`config.mk`:
```
export PLATFORM = sky130hd
export DESIGN_NAME = serial_adder_ctrl
export DESIGN_NICKNAME = d
export VERILOG_FILES = /design/src/rtl/serial_adder_ctrl_pkg.sv /design/src/rtl/serial_adder_ctrl_fa1bit.sv /design/src/rtl/serial_adder_ctrl.sv
export SDC_FILE = /design/constraint.sdc
export NUM_CORES = 1
export LEC_CHECK = 0
export ABC_AREA = 0
export BUFFER_PORTS_ARGS = -buffer_cell sky130_fd_sc_hd__buf_2
export CORE_MARGIN = 5
export CORE_UTILIZATION = 52
export DETAILED_ROUTE_END_ITERATION = 8
export PLACE_DENSITY = 0.85
export SYNTH_ARGS = -nofsm -noshare
export SYNTH_HDL_FRONTEND = slang
export SYNTH_SLANG_ARGS = --single-unit
```
`constraint.sdc`:
```
create_clock -name clk -period 2.55 [get_ports clk]
set_input_delay 0.1275 -clock clk [delete_from_list [all_inputs] [get_ports clk]]
set_output_delay 0.1275 -clock clk [all_outputs]
set_load 0.005 [all_outputs]
```
`src/rtl/serial_adder_ctrl_pkg.sv`:
```
// Shared definitions for the bit-serial adder controller: FSM state
// encodings and the helper that sizes the bit counter.
package serial_adder_ctrl_pkg;

   // FSM state encodings, kept as plain constants so older tools and
   // benches can compare against raw 2-bit values.
   localparam logic [1:0] ST_IDLE  = 2'd0;
   localparam logic [1:0] ST_SHIFT = 2'd1;
   localparam logic [1:0] ST_DONE  = 2'd2;

   // Bit counter width: enough to hold 0..width-1, never narrower than 1.
   function automatic int count_width(input int width);
      int w;
      w = $clog2(width);
      if (w < 1) begin
         w = 1;
      end
      return w;
   endfunction

endpackage

```
`src/rtl/serial_adder_ctrl_fa1bit.sv`:
```
// One-bit full adder cell used by the serial adder, purely combinational.
module FA1bit (
   input  logic cin,
   input  logic a,
   input  logic b,
   output logic sum,
   output logic cout
);

   // Classic sum/majority equations for a single bit position.
   always_comb begin
      sum  = a ^ b ^ cin;
      cout = (a & b) | (a & cin) | (b & cin);
   end

endmodule

```
`src/rtl/serial_adder_ctrl.sv`:
```
// Bit-serial WIDTH-bit adder: captures two operands and a carry-in on an
// accepted start, adds one bit pair per clock through a single FA1bit cell
// (LSB first) and publishes the parallel sum with a one-cycle done pulse.
module serial_adder_ctrl
   import serial_adder_ctrl_pkg::*;
#(
   parameter int WIDTH = 8
) (
   input  logic             clk,
   input  logic             rst_n,
   input  logic             start,
   input  logic [WIDTH-1:0] a_in,
   input  logic [WIDTH-1:0] b_in,
   input  logic             cin_in,
   output logic             busy,
   output logic             done,
   output logic [WIDTH-1:0] sum_out,
   output logic             cout_out
);

   localparam int             CW   = count_width(WIDTH);
   localparam logic [CW-1:0]  LAST = CW'(WIDTH - 1);

   logic [1:0]       state;
   logic [1:0]       state_next;
   logic [WIDTH-1:0] a_sr;
   logic [WIDTH-1:0] b_sr;
   logic [WIDTH-1:0] s_sr;
   logic             carry;
   logic [CW-1:0]    count;
   logic             fa_sum;
   logic             fa_cout;
   logic             accept;
   logic             last_bit;

   // A new add is only taken when nothing is running; start during SHIFT
   // is simply dropped so the running operands stay intact.
   assign accept   = start && ((state == ST_IDLE) || (state == ST_DONE));
   assign last_bit = (state == ST_SHIFT) && (count == LAST);

   // Status flags decoded straight from the state register so they never glitch.
   assign busy = (state == ST_SHIFT);
   assign done = (state == ST_DONE);

   FA1bit u_fa (
      .cin  (carry),
      .a    (a_sr[0]),
      .b    (b_sr[0]),
      .sum  (fa_sum),
      .cout (fa_cout)
   );

   // Next-state logic: run WIDTH shift cycles, then present DONE for one cycle.
   always_comb begin
      state_next = state;
      case (state)
         ST_IDLE: begin
            if (accept) begin
               state_next = ST_SHIFT;
            end
         end
         ST_SHIFT: begin
            if (last_bit) begin
               state_next = ST_DONE;
            end
         end
         ST_DONE: begin
            if (accept) begin
               state_next = ST_SHIFT;
            end else begin
               state_next = ST_IDLE;
            end
         end
         default: begin
            state_next = ST_IDLE;
         end
      endcase
   end

   // State register.
   always_ff @(posedge clk or negedge rst_n) begin
      if (!rst_n) begin
         state <= ST_IDLE;
      end else begin
         state <= state_next;
      end
   end

   // Operand/sum shift registers, carry flop and bit counter.
   always_ff @(posedge clk or negedge rst_n) begin
      if (!rst_n) begin
         a_sr  <= '0;
         b_sr  <= '0;
         s_sr  <= '0;
         carry <= 1'b0;
         count <= '0;
      end else if (accept) begin
         a_sr  <= a_in;
         b_sr  <= b_in;
         s_sr  <= '0;
         carry <= cin_in;
         count <= '0;
      end else if (state == ST_SHIFT) begin
         a_sr  <= {1'b0, a_sr[WIDTH-1:1]};
         b_sr  <= {1'b0, b_sr[WIDTH-1:1]};
         s_sr  <= {fa_sum, s_sr[WIDTH-1:1]};
         carry <= fa_cout;
         count <= count + 1'b1;
      end
   end

   // Result registers only move on the final bit, so partial sums never show.
   always_ff @(posedge clk or negedge rst_n) begin
      if (!rst_n) begin
         sum_out  <= '0;
         cout_out <= 1'b0;
      end else if (last_bit) begin
         sum_out  <= {fa_sum, s_sr[WIDTH-1:1]};
         cout_out <= fa_cout;
      end
   end

endmodule

```
* Word-level counts from Yosys, hierarchy flattened
Index checks and enable logic that the tools add are counted.
Word-level totals: register bits after elaboration 39
Cells by class: $add $sub $neg 1, eq/ne operators 5, mux-type cells 14, bitwise logic cells 7, reductions and logical operators 6
Operators by type and width (number):
- two-way mux 8 bit | 6
- two-way mux 3 bit | 2
- one-hot mux 2 bit (3 select lines) | 1
- two-way mux 2 bit | 2
- adder 3 x 1 -> 3 bit (second input constant) | 1
- AND 1 bit | 3
- == test 3 bit (second input constant) | 1
- two-way mux 1 bit | 3
- == test 2 x 1 -> 1 bit (second input constant) | 1
- == test 2 bit (second input constant) | 1
- logical AND 1 bit | 2
- logical NOT 2 bit | 1
- != test 2 x 1 -> 1 bit (second input constant) | 1
- != test 2 bit (second input constant) | 1
- bitwise OR 1 bit | 2
- AND reduction 2 bit | 1
- nonzero test 2 bit | 1
- XOR 1 bit | 2
- logical OR 1 bit | 1

* Longest topological paths before layout
Gate-level depths: netlist of run 1.
depth after elaboration 5, depth in mapped cells 6, depth with buffers taken out 4

* Hierarchy
From an unflattened synthesis of run 1, not the netlist that was laid out.
Second synthesis, totals: cells, all modules 138, area, all modules 1975.6 µm²
By module, submodules not included:
- serial_adder_ctrl | instances 1, cells each 137, area an instance 1955.6 µm², seq. area each 950.9 µm²
- FA1bit | instances 1, cells each 1, area an instance 20.0 µm², seq. area each 0.0 µm²

* Least setup slack after synthesis of run 1
No wires, ideal clock.
path type reg2reg, start register count[0], end register cout_out, arrival time 1.248 ns, required time 2.425 ns, setup slack 1.177 ns, stages on the path, launching flop included 5, path buffers 0, cells stage by stage dfrtp_1 -> ha_1 -> ha_1 -> nand2_2 -> mux2_2
On the way: word-level cells in the longest chain between the ends 2
Ends and longest elaborated chain:
- start: declaration | RTL line serial_adder_ctrl.sv:30 | logic [CW-1:0] count;
- start signal: assignment | RTL line serial_adder_ctrl.sv:108 | count <= count + 1'b1;
- == test 3 bit | RTL line serial_adder_ctrl.sv:39 | assign last_bit = (state == ST_SHIFT) && (count == LAST);
- logical AND 1 bit | RTL line serial_adder_ctrl.sv:39
- end signal: assignment | RTL line serial_adder_ctrl.sv:119 | cout_out <= fa_cout;
- end: declaration | RTL line serial_adder_ctrl.sv:18 | output logic cout_out
Every way passes these cells. A chain may end at the register's enable or synchronous reset.

* Worst setup path after layout of run 1
start register count[0], end register sum_out[4]
On the way: word-level cells in the longest chain between the ends 2
Ends and longest elaborated chain:
- == test 3 bit | RTL line serial_adder_ctrl.sv:39
- logical AND 1 bit | RTL line serial_adder_ctrl.sv:39
- end signal: assignment | RTL line serial_adder_ctrl.sv:118 | sum_out <= {fa_sum, s_sr[WIDTH-1:1]};
- end: declaration | RTL line serial_adder_ctrl.sv:17 | output logic [WIDTH-1:0] sum_out,
Every way passes these cells.

==> impl_metrics.csv, run 1 <==
group,metric,value,unit
cells_and_area,fin_nets,201,
setup_path,crit_chain,"ha_1 -> ha_1 -> nand2_2 -> mux2_2",
grt,grt_usage,17.1,%
placement,place_hpwl,2.42,mm
power,p_clk_share,21.3,%
grt,grt_antenna_before_repair,0,
clock_network,cts_resized,0,
grt,first_global_vias,1244,
status,status,"completed",
setup_path,crit_path_top_delay_cell,"dfrtp_1",
sta,max_freq,656,MHz
drt,num_vias,1233,
die,io_pins,31,
drt,post_drt_via_cell_ratio,5.48,
yosys,avgSynthCellArea,12.1,sq um
drt,detailedRoute.firstPassIterationCount,4,
sta,slew_headroom,44.7,%
clock_network,insertion_delay,0.34,ns
setup_path,worstPathRequired,2.78,ns
yosys,synth.net_count,170,
power,p_sw_share,33.1,%
cells_and_area,nFillCells,299,
die,die_h,68.4,um
power,power.switching,0.814,mW
setup_path,critPathTopFamily,"flip-flops",
sta,fin_hold_ws,0.0510,ns
die,start_util,53.6,%
drt,ant_nets,0,
clock_network,cts_buffers,5,
setup_path,worstSetupEndpointType,"flip-flop",
die,num_rows,21,
sta,layout_min_cycle_time,1.52,ns
cells_and_area,synthToLayoutAreaGrowth,16.4,%
clock_network,clkSinkCount,38,
clock_network,clockBufferDepth,2,
drt,drc_errors,0,
setup_path,cp_max_fo,10,
sta,min_period_over_period,59.8,%
hold_path,min_path_type,"in2reg",
grt,grt_pass1_wl,5.86,mm
power,leakagePower,0.942,nW
yosys,synthCells,147,
clock_network,clockRootBuffer,"clkbuf_4",
grt,overflow,0,
power,comb_power_share,35.0,%
placement,place_congestion,0.771,
drt,wl_per_cell,15.2,um
grt,grt_max_degree,39,
sta,finalSetupViolCount,0,
die,coreArea,0.00331,sq mm
setup_path,arrival,1.75,ns
clock_network,cts_tree,"yes",
clock_network,clkTransAtPathRegs,0.11,ns
power,p_int,1.64,mW
yosys,seq_area_frac_synth,53.6,%
setup_path,path_buf_inv,0,
power,power_density,1190,mW/mm^2
drt,wl,3.41,mm
cells_and_area,drive_gt1_share,29.6,%
clock_network,htreeDepth,2,
yosys,yosys_warnings,0,
sta,hold_viol_final,0,
yosys,synth_seq_cells,38,
setup_path,critical-path-max-stage-delay,0.43,ns
setup_path,worstSetupPathType,"reg2reg",
yosys,synth.distinct_cells,26,
placement,io_buffers,30,
sta,rsz0062_at_grt,"false",
setup_path,crit_top_cell,"ha_1",
sta,drv_slew,0,
die,dieArea,0.00468,sq mm
cells_and_area,antennaDiodeCount,0,
die,die_w,68.4,um
cells_and_area,seqCellArea,951,sq um
power,irDropWorstVdd,0.604,mV
sta,tightest_slew,0.829,ns
sta,fin_skew,0.00756,ns
yosys,netlist_area,0.00178,sq mm
power,p_seq_share,43.6,%
sta,finalSetupTns,0,ns
drt,drtIter0Drc,55,
cells_and_area,multiInputGateArea,757,sq um
job,maxCapViolCount,0,
setup_path,worstSetupStartpointType,"flip-flop",
kinds of logic after synthesis:
logic type | synth area share [%]
DFF | 53.6
adders and majority gates | 2.54
and+or+nand+nor | 8.74
muxes | 15.3
buffers and inverters | 3.80
AOI/OAI and AO/OA | 16.1
state kept, by name (all words and copies together) (netlist names):
name and count:
a_sr 8, cout_out 1, state 2, s_sr 7
carry 1, count 3, b_sr 8, sum_out 8
final timing paths:
path | cells past startpoint | from | slack, ns | end
max | 4 | count[0]$_DFFE_PN0P_ | 1.03 | sum_out[4]$_DFFE_PN0P_
min | 3 | a_in[0] | 0.05 | a_sr[0]$_DFFE_PN0P_
max reg2reg | 4 | count[0]$_DFFE_PN0P_ | 1.03 | sum_out[4]$_DFFE_PN0P_
min reg2reg | 1 | sum_out[7]$_DFFE_PN0P_ | 0.51 | sum_out[7]$_DFFE_PN0P_
max in group asynchronous | 2 | rst_n | 1.62 | s_sr[1]$_DFFE_PN0P_
min in group asynchronous | 2 | rst_n | 0.42 | s_sr[4]$_DFFE_PN0P_
layer usage:
metal | vias up | track usage, % | share of wire (%)
met5 | - | 0 | 0
met3 | 7 | 5.42 | 6.2
li1 | 597 | - | -
met4 | 0 | 5.71 | 1.2
met2 | 37 | 26.8 | 49
met1 | 592 | 22.3 | 43
tightest hold or removal path: stages:
cell	delay [ns]
buf_2	0.08
a211oi_1	0.05
a21oi_1	0.10
timing repair:
action,CTS,global route
buffers inserted,0,0
hold buffers,1,0
hold endpoints to repair,38,0
cell usage in the layout, fill, tap and decap left out:
master         count
a211oi_1          12
a21oi_1           13
a21oi_4            1
a221o_1            2
a22o_1             6
and2b_1            4
and3_1             2
buf_2             30
buf_4              2
bufinv_16          2
clkbuf_4           5
clkbuf_8           1
dfrtp_1           38
dlygate4sd3_1      1
fa_1               1
ha_1               2
inv_1              3
inv_2              1
mux2_2             9
mux2i_1           17
nand2_1            3
nand2_2            1
nand2b_1           1
nand2b_4           1
nand3_1            3
nor2_1             1
nor2b_1            9
o21ai_0            7
o22ai_1            1
synthesized netlist by cell type:
library cell	instances	area share (%)
and3_1	2	0.70
inv_2	1	0.21
dfrtp_1	38	54
mux2i_1	17	9.6
nand2b_1	1	0.35
ha_1	2	1.4
a21oi_4	1	0.92
and2b_1	4	1.7
a22o_1	6	3.0
nand2_2	1	0.35
nor2_1	1	0.21
o22ai_1	1	0.35
nand2b_4	1	0.78
mux2_2	9	5.7
a21oi_1	13	3.7
inv_1	3	0.63
o21ai_0	7	2.0
fa_1	1	1.1
a221o_1	2	1.1
nand3_1	3	0.85
buf_2	3	0.85
nand2_1	3	0.63
a211oi_1	12	5.1
clkbuf_1	4	0.85
nor2b_1	9	3.2
buf_6	2	1.3
power groups by stage:
stage	sequential [mW]	combinational, mW	clock, mW
finish	1.07	0.860	0.525
global route	1.11	0.981	0.563
CTS	1.07	0.873	0.534
detailed placement	1.08	0.871	0
global placement	1.06	0.819	0
floorplan	1.04	0.655	0
cell type report:
class                      count  share of cell area, %
tap                           46                   2.78
clock inverter                 2                   2.91
timing repair buffer          33                   8.47
inverter                       4                  0.726
multi-input combinational     96                   36.6
clock buffer                   6                   2.48
sequential                    38                   46.0
per-stage QoR:
stage	power [mW]	setup slack [ns]	std cells	area, sq um	util (%)
after global placement	1.88	1.11	216	1950	58.8
after floorplan	1.69	1.18	147	1780	-
after CTS	2.48	1.02	225	2070	62.4
after global routing	2.65	0.908	225	2070	62.4
after detailed placement	1.95	1.05	216	1950	58.8
final	2.46	1.03	225	2070	62.4
Note: power is estimated with default switching activity, not from simulation.
==> run 2, diff against run 1 <==
--- a/config.mk
+++ b/config.mk
@@ -5,12 +5,12 @@
 export SDC_FILE = /design/constraint.sdc
 export NUM_CORES = 1
 export LEC_CHECK = 0
-export ABC_AREA = 0
+export ABC_AREA = 1
 export BUFFER_PORTS_ARGS = -buffer_cell sky130_fd_sc_hd__buf_2
 export CORE_MARGIN = 5
-export CORE_UTILIZATION = 52
+export CORE_UTILIZATION = 49
 export DETAILED_ROUTE_END_ITERATION = 8
-export PLACE_DENSITY = 0.85
+export PLACE_DENSITY = 0.84
 export SYNTH_ARGS = -nofsm -noshare
 export SYNTH_HDL_FRONTEND = slang
 export SYNTH_SLANG_ARGS = --single-unit
==> constraint.sdc (replaced) <==
create_clock -name clk -period 1.2 [get_ports clk]
set_input_delay 0.06 -clock clk [delete_from_list [all_inputs] [get_ports clk]]
set_output_delay 0.06 -clock clk [all_outputs]
set_load 0.005 [all_outputs]
==> impl_metrics.csv, run 2 <==
group,metric,value,unit
die,die_w,70.3,um
yosys,synth-adder-area-share,2.52,%
placement,place_congestion,0.748,
yosys,synthSimpleGateAreaFrac,36.3,%
yosys,synth.distinct_cells,18,
sta,rsz0062_at_grt,"true",
yosys,avgSynthCellArea,9.06,sq um
sta,slew_headroom,86.3,%
yosys,yosysTopAreaCellShare,53.3,%
yosys,synth_top_area_cell,"dfrtp_1",
drt,detailedRoute.firstPassIterationCount,4,
cells_and_area,final_area,0.00238,sq mm
hold_path,min_path_type,"in2reg",
cells_and_area,fin_nets,276,
sta,hold_viol_final,0,
sta,drv_slew,0,
yosys,synth.net_count,220,
sta,max_freq,843,MHz
drt,wl,4.19,mm
drt,num_vias,1525,
drt,wl_per_cell,13.9,um
placement,io_buffers,30,
drt,ant_nets,0,
yosys,ys.flop_type,"dfrtp_1",
yosys,netlist_area,0.00178,sq mm
sta,min_period_over_period,98.9,%
job,maxCapViolCount,0,
drt,post_drt_via_cell_ratio,5.05,
power,irDropWorstVdd,1.04,mV
setup_path,worstSetupPathType,"reg2out",
yosys,synth_compound_area_share,0.561,%
cells_and_area,layout_commonest_cell,"nand2_1",
die,start_util,49.5,%
clock_network,clkTransAtPathRegs,0.07,ns
drt,drtIter0Drc,159,
yosys,seq_area_frac_synth,53.3,%
setup_path,cp_max_fo,7,
die,dieArea,0.00495,sq mm
clock_network,clockBufferDepth,2,
cells_and_area,drive_gt1_share,30.3,%
power,leakagePower,1.24,nW
clock_network,clockRootBuffer,"clkbuf_8",
sta,finalSetupTns,0,ns
grt,grt_max_degree,39,
power,power_density,2620,mW/mm^2
yosys,synthCells,197,
cells_and_area,top_regs,"a_sr (8), b_sr (8), sum_out (8)",
clock_network,clkSinkCount,38,
setup_path,worstSetupEndpointType,"output port",
die,io_pins,31,
grt,first_global_vias,1427,
yosys,muxShareOfSynthArea,0,%
clock_network,insertion_delay,0.29,ns
clock_network,cts_tree,"yes",
cells_and_area,antennaDiodeCount,0,
clock_network,cts_buffers,5,
sta,layout_min_cycle_time,1.19,ns
yosys,yosysMostFrequentCell,"nand2_1",
die,coreArea,0.00361,sq mm
sta,fin_hold_ws,0.0142,ns
clock_network,htreeDepth,2,
grt,overflow,0,
die,die_h,70.3,um
yosys,synth_seq_cells,38,
yosys,synth-xor-area-share,0,%
drt,drc_errors,0,
status,status,"completed",
sta,fin_skew,0.00506,ns
cells_and_area,layout_common_cells,"nand2_1 (87), dfrtp_1 (37), nand3_1 (32)",
sta,tightest_slew,0.205,ns
yosys,yosys_warnings,0,
yosys,synth_common_cells,"nand2_1 (87), dfrtp_1 (38), nand3_1 (32), nand3_2 (10), inv_1 (6)",
power,finalPower,6.23,mW
setup_path,arrival,1.13,ns
cells_and_area,post-route-util,66.1,%
yosys,synth_area_leaders,"dfrtp_1 (53%), nand2_1 (18%), nand3_1 (9.0%), nand3_2 (5.6%), buf_6 (2.5%)",
grt,grt_usage,17.0,%
sta,finalSetupViolCount,0,
yosys,synthArstFlopShare,100,%
yosys,synth_top_family_by_area,"simple AND/OR/NAND/NOR gates",
placement,place_hpwl,2.38,mm
yosys,synth_edf_count,0,
setup_path,worstPathRequired,1.14,ns
grt,grt_antenna_before_repair,0,
grt,grt_pass1_wl,6.47,mm
setup_path,worstSetupStartpointType,"flip-flop",
cells_and_area,synthToLayoutAreaGrowth,33.6,%
die,num_rows,22,
placement,placed_cell_area,0.00202,sq mm
==> run 2: cell count changes after synthesis, sizes merged, moves of 6 or more <==
cell,before,now
a211oi,12,0
a22o,6,0
nor2b,9,0
a21oi,14,0
mux2i,17,0
mux2,9,0
nand3,3,42
nand2,4,90
==> run 2: cell type report <==
type / instances / area, sq um
Fill cell: 259 / 1220
Sequential cell: 38 / 952
Multi-Input combinational cell: 142 / 746
Timing Repair Buffer: 58 / 450
Clock buffer: 6 / 82.6
Clock inverter: 2 / 60.1
Tap cell: 48 / 60.1
Inverter: 8 / 32.5
==> run 2: where the power goes <==
part / total [mW] / internal (mW) / leakage [nW] / switching, mW
combinational: 2.59 / 1.16 / 0.690 / 1.43
sequential: 2.30 / 1.88 / 0.476 / 0.416
clock: 1.34 / 0.887 / 0.0714 / 0.456
==> run 2: stage by stage <==
stage	instances	setup slack, ns
5_1_grt	302	-0.0335
2_1_floorplan	197	0.0750
6_report	302	0.0134
3_5_place_dp	275	-0.0499
3_3_place_gp	275	0.0362
4_1_cts	299	0.0178
==> run 2: path summary, 6_finish.rpt <==
| path | slack, ns | end | from | depth (start not counted) |
|---|---|---|---|---|
| max | 0.01 | busy | state[0]$_DFFE_PN0P_ | 4 |
| min | 0.01 | b_sr[1]$_DFFE_PN0P_ | b_in[1] | 3 |
| max reg2reg | 0.03 | b_sr[0]$_DFFE_PN0P_ | state[0]$_DFFE_PN0P_ | 6 |
| min reg2reg | 0.48 | sum_out[1]$_DFFE_PN0P_ | sum_out[1]$_DFFE_PN0P_ | 2 |
| max in group asynchronous | 0.74 | state[0]$_DFFE_PN0P_ | rst_n | 3 |
| min in group asynchronous | 0.25 | a_sr[5]$_DFFE_PN0P_ | rst_n | 3 |
==> run 2: worst max-delay path, cell delays in order, from the launching register on <==
cell and delay (ns):
dfrtp_2 0.39, inv_2 0.06, nor2_4 0.14, buf_6 0.14, buf_2 0.11
==> run 2: per-layer routing <==
layer	GRT usage, %	part of all wire, %	up-vias
met4	8.09	2.5	0
met2	26.2	50	57
met5	0	0	-
li1	-	-	738
met1	20.3	41	719
met3	7.34	5.9	11
==> run 2: cell families after synthesis <==
group | Yosys count
AO/OA/AOI/OAI | 2
adder cells (fa/ha/maj) | 3
AND/OR/NAND/NOR | 136
flip-flops | 38
buffers and inverters | 18
==> run 2: timing repair <==
action                                 4_1_cts  5_1_grt
gates resized for setup                      5        7
pin swaps                                    2        4
setup buffers                                2        3
setup endpoints to repair                   11       23
cloned                                       1        0
hold buffers                                13        0
endpoints found under the hold margin       50        0
==> run 3, diff against run 2 <==
--- a/config.mk
+++ b/config.mk
@@ -8,9 +8,10 @@
 export ABC_AREA = 1
 export BUFFER_PORTS_ARGS = -buffer_cell sky130_fd_sc_hd__buf_2
 export CORE_MARGIN = 5
-export CORE_UTILIZATION = 49
+export CORE_UTILIZATION = 52
+export CTS_BUF_LIST = sky130_fd_sc_hd__clkbuf_8
 export DETAILED_ROUTE_END_ITERATION = 8
-export PLACE_DENSITY = 0.84
+export PLACE_DENSITY = 0.88
 export SYNTH_ARGS = -nofsm -noshare
 export SYNTH_HDL_FRONTEND = slang
 export SYNTH_SLANG_ARGS = --single-unit
==> impl_metrics.csv, run 3 (same netlist as run 2, synthesis figures left out) <==
group,metric,value,unit
setup_path,worstSetupStartpointType,"flip-flop",
die,coreArea,0.00334,sq mm
setup_path,arrival,1.56,ns
placement,place_hpwl,2.42,mm
die,num_rows,21,
clock_network,insertion_delay,0.31,ns
sta,fin_skew,0.00831,ns
grt,grt_antenna_before_repair,0,
clock_network,cts_buffers,5,
power,irDropWorstVdd,1.81,mV
die,dieArea,0.00470,sq mm
grt,grt_max_degree,24,
placement,io_buffers,30,
sta,finalSetupViolCount,32,
sta,fin_hold_ws,0.0333,ns
die,io_pins,31,
setup_path,r2r_end,"sum_out[5]$_DFFE_PN0P_",
drt,wl_per_cell,20.4,um
sta,tightest_slew,0.427,ns
sta,drv_slew,0,
sta,rsz0062_at_grt,"true",
drt,post_drt_via_cell_ratio,5.86,
setup_path,crit_top_cell,"nand2_1",
setup_path,critical-path-max-stage-delay,0.38,ns
setup_path,worstSetupEndpointType,"flip-flop",
power,power_density,2700,mW/mm^2
grt,grt_pass1_wl,6.88,mm
clock_network,cts_tree,"yes",
drt,wl,6.28,mm
cells_and_area,antennaDiodeCount,0,
placement,dpl_worst_slack,-0.0172,ns
sta,max_freq,759,MHz
clock_network,clkSinkCount,38,
sta,min_period_over_period,110,%
status,status,"complete, but fails checks",
drt,ant_nets,0,
sta,hold_viol_final,0,
drt,detailedRoute.firstPassIterationCount,5,
grt,overflow,0,
setup_path,crit_path_top_delay_cell,"dfrtp_1",
cells_and_area,nFillCells,184,
cells_and_area,fin_nets,283,
setup_path,worstPathRequired,1.45,ns
sta,timing.final.ws_setup,-0.117,ns
cells_and_area,drive_gt1_share,42.5,%
setup_path,r2r-start,"count[1]$_DFFE_PN0P_",
setup_path,worstSetupPathType,"reg2reg",
job,maxCapViolCount,0,
sta,slew_headroom,71.5,%
power,leakagePower,1.36,nW
hold_path,min_path_type,"in2reg",
drt,drtIter0Drc,210,
die,start_util,53.5,%
cells_and_area,layout_common_cells,"nand2_1 (85), dfrtp_1 (36), nand3_2 (35)",
clock_network,clockRootBuffer,"clkbuf_8",
clock_network,htreeDepth,2,
clock_network,clockBufferDepth,2,
setup_path,crit_chain,"ha_1 -> ha_2 -> inv_2 -> nor2_4 -> nand2_1 -> nand2_1",
sta,layout_min_cycle_time,1.32,ns
grt,grt_usage,20.4,%
die,die_w,68.6,um
grt,first_global_vias,1526,
clock_network,clkTransAtPathRegs,0.08,ns
setup_path,rr_worst_depth,6,
setup_path,cp_max_fo,10,
setup_path,r2r_slack,-0.12,ns
cells_and_area,layout_commonest_cell,"nand2_1",
setup_path,worstSetupStartpoint,"count[1]$_DFFE_PN0P_",
die,die_h,68.6,um
drt,num_vias,1799,
cells_and_area,top_regs,"a_sr (8), b_sr (8), sum_out (8)",
drt,drc_errors,0,
setup_path,crit_path_end,"sum_out[5]$_DFFE_PN0P_",
placement,place_congestion,0.799,
status,violations,"setup timing",
cells_and_area,synthToLayoutAreaGrowth,47.1,%
-- run 3: cell type report --
cell class	count	area, sq um	area share [%]
clock buffer	6	82.6	3.15
clock inverter	2	60.1	2.29
inverter	8	32.5	1.24
multi-input combinational	142	877	33.4
sequential	38	953	36.3
tap	46	57.6	2.19
timing repair buffer	65	561	21.4
-- run 3: repair_timing --
action                     4_1_cts  5_1_grt
hold endpoints to repair        50        0
hold buffers                    13        0
buffers inserted                 2        6
resized for setup                3       42
gates cloned                     0        5
setup endpoints to repair       11       37
pin swaps                        2       11
-- run 3: power breakdown --
part / internal [mW] / switching, mW / leakage [nW] / total (mW)
combinational: 1.42 / 1.83 / 0.813 / 3.25
clock: 0.887 / 0.489 / 0.0714 / 1.38
sequential: 1.89 / 0.564 / 0.475 / 2.45
total: 4.20 / 2.88 / 1.36 / 7.08
-- run 3: critical path: cells and delay by family (launching register included) --
kind,cells,cell delay [ns]
and+or+nand+nor,3,0.44
DFF,1,0.38
adders and majority gates,2,0.38
buffers and inverters,1,0.05
-- run 3: worst min-delay path by stage --
| stage | startpoint | end | slack [ns] | depth (start not counted) |
|---|---|---|---|---|
| 3_5_place_dp | rst_n | b_sr[4]$_DFFE_PN0P_ | 0.002 | 1 |
| 4_1_cts | a_in[6] | a_sr[6]$_DFFE_PN0P_ | 0.03 | 3 |
| 2_1_floorplan | rst_n | a_sr[0]$_DFFE_PN0P_ | -0.24 | 0 |
| 5_1_grt | a_in[5] | a_sr[5]$_DFFE_PN0P_ | 0.04 | 5 |
| 3_3_place_gp | rst_n | b_sr[4]$_DFFE_PN0P_ | -0.006 | 1 |
| 6_report | a_in[5] | a_sr[5]$_DFFE_PN0P_ | 0.03 | 5 |
-- run 3: per-stage QoR --
stage          std cells  cell area, sq um  utilization [%]  TNS, ns  total power [mW]
2_1_floorplan        197              1780                -        0              3.88
3_3_place_gp         275              2010             60.1        0              4.36
3_5_place_dp         275              2010             60.1  -0.0608              4.46
4_1_cts              297              2290             68.7  -0.0254              5.94
5_1_grt              307              2620             78.6    -2.72              7.45
6_report             307              2620             78.6    -1.59              7.08
-- run 3: per-layer routing --
metal	routed length, um	vias up	global-route usage [%]
met2	3260	124	34.1
li1	-	756	-
met1	2130	879	23.7
met3	530	40	5.19
met4	359	0	11.2
met5	0	-	0
